`src/rtl/ex_multiplier_if.sv`:
```
// Issue-side bundle for the execute-stage multiplier: operand request plus
// result/flag response. master = issue logic, slave = multiplier.
interface ex_multiplier_if;
   logic        start_i;
   logic        signed_i;
   logic [31:0] a_i;
   logic [31:0] b_i;
   logic        busy_o;
   logic        done_o;
   logic [31:0] result_lo_o;
   logic [31:0] result_hi_o;
   logic [5:0]  flag_o;
   logic        flag_write_o;

   modport master (
      output start_i, signed_i, a_i, b_i,
      input  busy_o, done_o, result_lo_o, result_hi_o, flag_o, flag_write_o
   );

   modport slave (
      input  start_i, signed_i, a_i, b_i,
      output busy_o, done_o, result_lo_o, result_hi_o, flag_o, flag_write_o
   );
endinterface

```
`src/rtl/ex_multiplier.sv`:
```
// Iterative 32x32 shift-add multiplier with flag generation.
// Optional macro EX_MUL_EARLY_TERM_EN: leave RUN once the multiplier register empties.
module ex_multiplier (
   input logic            clk,
   input logic            rst,
   ex_multiplier_if.slave bus
);
   typedef enum logic [1:0] {IDLE, RUN, DONE} state_t;

   state_t      state, state_nxt;
   logic [63:0] mcand, acc, acc_nxt, prod;
   logic [31:0] mplr, mplr_nxt, a_mag, b_mag;
   logic [31:0] res_lo, res_hi;
   logic [5:0]  cnt, flags, flags_nxt;
   logic        sgn, neg, last, carry;

   // Magnitudes stay unsigned 32-bit, so -2^31 maps to 0x80000000 exactly.
   assign a_mag = (bus.signed_i && bus.a_i[31]) ? (~bus.a_i + 32'd1) : bus.a_i;
   assign b_mag = (bus.signed_i && bus.b_i[31]) ? (~bus.b_i + 32'd1) : bus.b_i;

   always_comb begin
      acc_nxt  = mplr[0] ? (acc + mcand) : acc;
      mplr_nxt = mplr >> 1;
`ifdef EX_MUL_EARLY_TERM_EN
      last     = (cnt == 6'd31) || (mplr_nxt == 32'd0);
`else
      last     = (cnt == 6'd31);
`endif
      prod      = neg ? (~acc_nxt + 64'd1) : acc_nxt;
      carry     = sgn ? (prod[63:32] != {32{prod[31]}}) : (prod[63:32] != 32'd0);
      flags_nxt = {1'b0, ~^prod[7:0], carry, carry, sgn & prod[63], prod == 64'd0};
   end

   always_ff @(posedge clk) begin
      if (rst) state <= IDLE;
      else     state <= state_nxt;
   end

   always_comb begin
      state_nxt = state;
      case (state)
         IDLE:    if (bus.start_i) state_nxt = RUN;
         RUN:     if (last) state_nxt = DONE;
         DONE:    state_nxt = IDLE;
         default: state_nxt = IDLE;
      endcase
   end

   // Results are captured on the last RUN edge so they are already valid
   // in the DONE cycle, alongside done_o.
   always_ff @(posedge clk) begin
      if (rst) begin
         mcand  <= 64'd0;
         acc    <= 64'd0;
         mplr   <= 32'd0;
         cnt    <= 6'd0;
         sgn    <= 1'b0;
         neg    <= 1'b0;
         res_lo <= 32'd0;
         res_hi <= 32'd0;
         flags  <= 6'd0;
      end else begin
         case (state)
            IDLE: if (bus.start_i) begin
               mcand <= {32'd0, a_mag};
               mplr  <= b_mag;
               acc   <= 64'd0;
               cnt   <= 6'd0;
               sgn   <= bus.signed_i;
               neg   <= bus.signed_i & (bus.a_i[31] ^ bus.b_i[31]);
            end
            RUN: begin
               acc   <= acc_nxt;
               mcand <= mcand << 1;
               mplr  <= mplr_nxt;
               cnt   <= cnt + 6'd1;
               if (last) begin
                  res_lo <= prod[31:0];
                  res_hi <= prod[63:32];
                  flags  <= flags_nxt;
               end
            end
            default: ;
         endcase
      end
   end

   assign bus.busy_o       = (state != IDLE);
   assign bus.done_o       = (state == DONE);
   assign bus.flag_write_o = (state == DONE);
   assign bus.result_lo_o  = res_lo;
   assign bus.result_hi_o  = res_hi;
   assign bus.flag_o       = flags;
endmodule

```
`src/flat_wrapper.sv`:
```
// flat-port wrapper written by rule: the top's interface ports become plain ports
module ex_multiplier_flat 
  (clk, rst, bus_start_i, bus_signed_i, bus_a_i, bus_b_i, bus_busy_o, bus_done_o, bus_result_lo_o, bus_result_hi_o, bus_flag_o, bus_flag_write_o);
  ex_multiplier_if bus_i ();
  input logic clk;
  input logic rst;
  input wire logic [$bits(bus_i.start_i)-1:0] bus_start_i;
  input wire logic [$bits(bus_i.signed_i)-1:0] bus_signed_i;
  input wire logic [$bits(bus_i.a_i)-1:0] bus_a_i;
  input wire logic [$bits(bus_i.b_i)-1:0] bus_b_i;
  output wire logic [$bits(bus_i.busy_o)-1:0] bus_busy_o;
  output wire logic [$bits(bus_i.done_o)-1:0] bus_done_o;
  output wire logic [$bits(bus_i.result_lo_o)-1:0] bus_result_lo_o;
  output wire logic [$bits(bus_i.result_hi_o)-1:0] bus_result_hi_o;
  output wire logic [$bits(bus_i.flag_o)-1:0] bus_flag_o;
  output wire logic [$bits(bus_i.flag_write_o)-1:0] bus_flag_write_o;
  assign bus_i.start_i = bus_start_i;
  assign bus_i.signed_i = bus_signed_i;
  assign bus_i.a_i = bus_a_i;
  assign bus_i.b_i = bus_b_i;
  assign bus_busy_o = bus_i.busy_o;
  assign bus_done_o = bus_i.done_o;
  assign bus_result_lo_o = bus_i.result_lo_o;
  assign bus_result_hi_o = bus_i.result_hi_o;
  assign bus_flag_o = bus_i.flag_o;
  assign bus_flag_write_o = bus_i.flag_write_o;
  ex_multiplier u_core (.clk(clk), .rst(rst), .bus(bus_i));
endmodule
```
`config.mk`:
```
export PLATFORM = sky130hd
export DESIGN_NAME = ex_multiplier_flat
export DESIGN_NICKNAME = d
export VERILOG_FILES = /design/src/rtl/ex_multiplier_if.sv /design/src/rtl/ex_multiplier.sv /design/src/flat_wrapper.sv
export SDC_FILE = /design/constraint.sdc
export NUM_CORES = 1
export LEC_CHECK = 0
export BUFFER_PORTS_ARGS = -buffer_cell sky130_fd_sc_hd__buf_2
export CAP_MARGIN = 20
export CELL_PAD_IN_SITES_DETAIL_PLACEMENT = 1
export CELL_PAD_IN_SITES_GLOBAL_PLACEMENT = 1
export CORE_MARGIN = 5
export CORE_UTILIZATION = 45
export CTS_CLUSTER_DIAMETER = 150
export CTS_CLUSTER_SIZE = 24
export DETAILED_ROUTE_END_ITERATION = 10
export GPL_ROUTABILITY_DRIVEN = 0
export PLACE_DENSITY_LB_ADDON = 0.1
export SYNTH_ARGS = -nofsm -noshare
export SYNTH_HDL_FRONTEND = slang
export SYNTH_SLANG_ARGS = --single-unit
```
`constraint.sdc`:
```
create_clock -name clk -period 7 [get_ports clk]
set_clock_uncertainty 0.2 [all_clocks]
set_input_delay 0.7 -clock clk [delete_from_list [all_inputs] [get_ports clk]]
set_output_delay 0.7 -clock clk [all_outputs]
set_load 0.01 [all_outputs]
```
# After elaboration in Yosys (flattened, before gate mapping)
# Index checks and enable logic that the tools add are counted.
word_totals:
  register_bits: 239
  inputBits: 68
  output_inout_bits: 73
  elab_cells: 55
classes:
  addsub: 5
  n_eq_ne: 6
  n_mux: 16
  reduce_logical: 12
  bitwise: 6
op_table:
  columns: ["operator", "count"]
  rows:
  - ["$mux W64", 4]
  - ["$pmux W64 S2", 2]
  - ["$mux W32", 3]
  - ["$add A32 B1 Y32 const B", 2]
  - ["$add A64 B1 Y64 const B", 1]
  - ["$add A64 B64 Y64", 1]
  - ["$logic_not A64 Y1", 1]
  - ["$not A32 Y32", 2]
  - ["$not A64 Y64", 1]
  - ["$pmux W32 S2", 1]
  - ["$ne A32 B32 Y1", 1]
  - ["$reduce_bool A32 Y1", 1]
  - ["$pmux W6 S2", 1]
  - ["$reduce_and A2 Y1", 4]
  - ["$reduce_xnor A8 Y1", 1]
  - ["$add A6 B1 Y6 const B", 1]
  - ["$eq A6 B5 Y1 const B", 1]
  - ["$mux W6", 1]
  - ["$mux W2", 2]
  - ["$pmux W2 S2", 1]
  - ["$reduce_bool A2 Y1", 2]
  - ["$and A1 B1 Y1", 2]
  - ["$eq A2 B1 Y1 const B", 1]
  - ["$eq A2 B2 Y1 const B", 1]
  - ["other kinds (6)", 7]

# Depth between registers and ports, before layout
depth:
  ltp_word: 7
  ltp_mapped: 21
  depth_no_buf: 20

# Least setup slack after synthesis
# No wires, ideal clock.
synth_path:
  path_kind: "register -> register"
  startpoint: "register u_core.acc[0]"
  endpoint: "register u_core.flags[0] (netlist: u_core.bus.flag_o[0])"
  n_path_buf: 0
  setup_slack_ns: 1.227
  synth_period_minus_slack_ns: 5.773
  arrival_ns: 5.503
  required_ns: 6.730
  path_stages_with_launch: 20
  cell_sequence: "dfxtp_1 ha_1 inv_1 fa_1 nand2b_2 a211oi_4 o21a_1 o21ai_1 a311oi_4 nand4bb_4 a211oi_2 nand4b_4 or4b_4 or3_1 o21ai_0 xor2_1 or4_1 or4_1 or3_1 a21oi_1"
synth_via:
  elab_chain_cells: 6
synth_lines:
  columns: ["item", "line", "source"]
  rows:
  - ["start, declared", "ex_multiplier.sv:11", "logic [63:0] mcand, acc, acc_nxt, prod;"]
  - ["start signal, assigned", "ex_multiplier.sv:73", "acc <= acc_nxt;"]
  - ["$add A64 B64 Y64", "ex_multiplier.sv:22", "acc_nxt = mplr[0] ? (acc + mcand) : acc;"]
  - ["$mux W64 *", "ex_multiplier.sv:22", null]
  - ["$not A64 Y64", "ex_multiplier.sv:29", "prod = neg ? (~acc_nxt + 64'd1) : acc_nxt;"]
  - ["$add A64 B1 Y64", "ex_multiplier.sv:29", null]
  - ["$mux W64 *", "ex_multiplier.sv:29", null]
  - ["$logic_not A64 Y1 *", "ex_multiplier.sv:31", "flags_nxt = {1'b0, ~^prod[7:0], carry, carry, sgn & prod[63], prod == 64'd0};"]
  - ["end signal, assigned", "ex_multiplier.sv:80", "flags <= flags_nxt;"]
  - ["end, declared", "ex_multiplier.sv:14", "logic [5:0] cnt, flags, flags_nxt;"]
# Every way passes the cells marked *; elsewhere a longest branch is shown, timed or not.
# A chain may end at the register's enable or synchronous reset.

# Final worst setup path
# Ends and elaborated chain as after synthesis.

==> results.yml <==
worst_setup_path:
  crit_required_ns: 7.23
  cp_max_fo: 12
  critPathCaptureType: "flip-flop"
  cpMaxStageDelayCell: "or4b_4"
  cp.arrival_ns: 6.87
  path_cells: "ha_1, inv_1, fa_1, nand2b_2, a211oi_4, o21ai_2, a2111oi_2, o31ai_1, a31oi_2, and2_1, nand4_2, or4b_4, or3_1, o21ai_0, xor2_1, or4_1, or4_1, or3_1, a21oi_1"
  path_buf_inv: 1
  max_stage_delay_ns: 0.69
  start_kind: "flip-flop"
  crit_family: "simple AND/OR/NAND/NOR gates"
  critPathKind: "reg -> reg"
synthesis:
  synth-edff-count: 0
  synth_common_cells: "a21oi_1 (322), nor2_1 (316), nand2_1 (315)"
  synth_top_area_cell: "dfxtp_1"
  synth_top_area_share_pct: 26.3
  yosysMostFrequentCell: "a21oi_1"
  yosys_register_bits: 238
  synthFlopType: "dfxtp_1"
  ys_async_sr_fraction_pct: 0
  syn_area_sq_um: 18100
  synthCells: 2507
  ys_seq_area_share_pct: 26.3
  yosysWarnings: 0
  yosys-top-cells-area: "dfxtp_1 (26%), a21oi_1 (8.9%), nor2_1 (6.6%), nand2_1 (6.5%), ha_1 (4.9%)"
  syn-num-nets: 2647
  synth.avg_cell_area_sq_um: 7.22
  synth_cell_types: 110
clocking:
  cts-root-buf: "clkbuf_16"
  clk_latency_ns: 0.52
  cts_buffer_depth: 3
  cts_tree: "done"
  cts_sinks: 238
  htreeDepth: 1
  cts.clk_slew.worst_paths_ns: 0.11
  cts_made_buffers: 13
  postCtsHoldBufs: 0
placed_design:
  placed_area_sq_um: 19000
  hpwl_mm: 51.2
  portBuffers: 139
timing:
  period_share_pct: 95.0
  max_slew.worst_pin.slew_ns: 1.21
  finalHoldViolCount: 0
  finalSetupViolations: 0
  fmax_ghz: 0.150
  rsz0062_at_grt: "false"
  period_needed_ns: 6.65
  final_max_slew_viol_count: 0
  setup_tns_ns: 0
  maxSlewHeadroom_pct: 17.1
finish:
  drive_above_1_share_pct: 10.6
  layout-area-overhead-vs-synth_pct: 7.35
  nNetsFinal: 2665
  fillCellCount: 5137
  final_core_util_pct: 48.9
  design_area_sq_um: 19400
drt:
  vias_per_cell: 6.30
  drtIter0Drc: 1483
  route.final.wire_length_mm: 67.1
  routedWlPerCell_um: 22.0
  drt_pass1_iterations: 5
  drc: 0
  final_antenna_net_count: 0
  vias: 19200
flow_run:
  maxCapViolCount: 0
pwr:
  power_leakage_nw: 7.45
  p_sw_share_pct: 32.9
  p_int_mw: 1.95
  p_sw_uw: 954
  clockPowerShare_pct: 29.0
  pwr-share-comb_pct: 22.0
  seqPwrFrac_pct: 49.0
  powerDensity_nw_per_um2: 149
  peakVddDrop_v: 0.000112
  p_total_mw: 2.90
floorplan:
  die_w_um: 211
  start_util_pct: 45.5
  ios: 141
  num_rows: 73
  die_h_um: 211
  core_sq_um: 39700
  dieArea_sq_um: 44300
global_routing:
  grt_pass1_wl_mm: 105
  grt_pass1_vias: 19400
  antenna_found_initial: 1
  grt.total_usage_pct: 28.8
  grt_max_degree: 102
  grt_overflow: 0
run_status:
  status: "complete, no violations"
worst_hold_path:
  hold_path_class: "in -> reg"
-- metal layers --
layer  vias to the layer above  global-route usage (%)  part of all wire (%)
met5                         -                       0                     0
met4                         0                    12.3                   5.1
met3                       166                    2.31                   3.4
met2                       483                    52.7                    50
met1                      9416                    34.5                    41
li1                       9167                       -                     -
-- cell usage in the layout (no fill, tap or decap), drive strengths merged, types with 26 or more instances in the layout --
cell	instances
a21oi	329
ha	71
buf	173
dfxtp	238
nor2	318
nand4	55
xor2	72
a21o	31
nor3	57
inv	37
a31oi	65
xnor2	69
nand2	317
o21ai	102
a211oi	26
nand3	99
a22oi	68
-- worst reg2reg max path, delay by kind of cell (launching register included) --
kind / cells / cell delay (ns)
flip-flops: 1 / 0.37
adder cells (fa/ha/maj): 2 / 0.62
XOR/XNOR: 1 / 0.14
AND/OR/NAND/NOR: 8 / 3.24
buffers and inverters: 1 / 0.07
AO/OA/AOI/OAI: 7 / 1.94
-- kinds of logic (layout without fill, tap and decap cells) --
group	Yosys count	count (layout)	share of synthesized area, %
xor gates and xnor gates	141	141	6.87
AOI/OAI and AO/OA	801	801	28.9
adders and majority gates	72	72	5.02
other	1	2	0.0207
DFF	238	238	26.3
buffers and inverters	207	226	4.68
and+or+nand+nor	1019	1019	26.6
muxes	28	28	1.59
-- area by class of cell --
type / instances / area (sq um) / area share (%)
Clock inverter: 1 / 8.76 / 0.0451
Sequential cell: 238 / 4770 / 24.6
Antenna cell: 1 / 2.50 / 0.0129
Multi-Input combinational cell: 2062 / 12500 / 64.6
Clock buffer: 15 / 343 / 1.77
Timing Repair Buffer: 173 / 957 / 4.93
Inverter: 37 / 139 / 0.715
Tap cell: 525 / 657 / 3.38
-- sequential cells by signal (all words and copies together) (netlist names) --
signal	count
u_core.acc	64
u_core.mcand	64
u_core.bus.result_hi_o	32
u_core.bus.result_lo_o	32
u_core.mplr	32
u_core.cnt	6
u_core.bus.flag_o	4
u_core.state	2
u_core.neg	1
u_core.sgn	1
-- power groups by stage --
stage                     combinational, mW  clock, mW  sequential [mW]
after floorplan                       0.446          0             1.44
after global placement                0.603          0             1.45
after detailed placement              0.621          0             1.45
after CTS                             0.623      0.862             1.42
after global routing                  0.694      0.908             1.42
final                                 0.639      0.842             1.42
-- repair_timing --
action,in CTS,in global routing
gates resized for setup,0,3
endpoints found under the setup margin,0,2
setup buffers,0,2
-- path summary, 6_finish.rpt --
kind / from / end / depth (start not counted) / slack, ns
max reg2reg: u_core.acc[0] / u_core.bus.flag_o[0] / 19 / 0.35
max: u_core.acc[0] / u_core.bus.flag_o[0] / 19 / 0.35
min reg2reg: u_core.bus.flag_o[4] / u_core.bus.flag_o[4] / 2 / 0.26
min: bus_a_i[0] / u_core.mcand[0] / 3 / 0.25
-- stage by stage --
stage | cells | setup slack [ns] | hold slack [ns]
2_1_floorplan | 2507 | 1.23 | 0.232
3_3_place_gp | 3033 | 0.581 | 0.241
3_5_place_dp | 3033 | 0.306 | 0.247
4_1_cts | 3049 | 0.262 | 0.230
5_1_grt | 3052 | 0.0181 | 0.281
6_report | 3052 | 0.353 | 0.247
No activity file was read; power rests on OpenSTA's default activity.
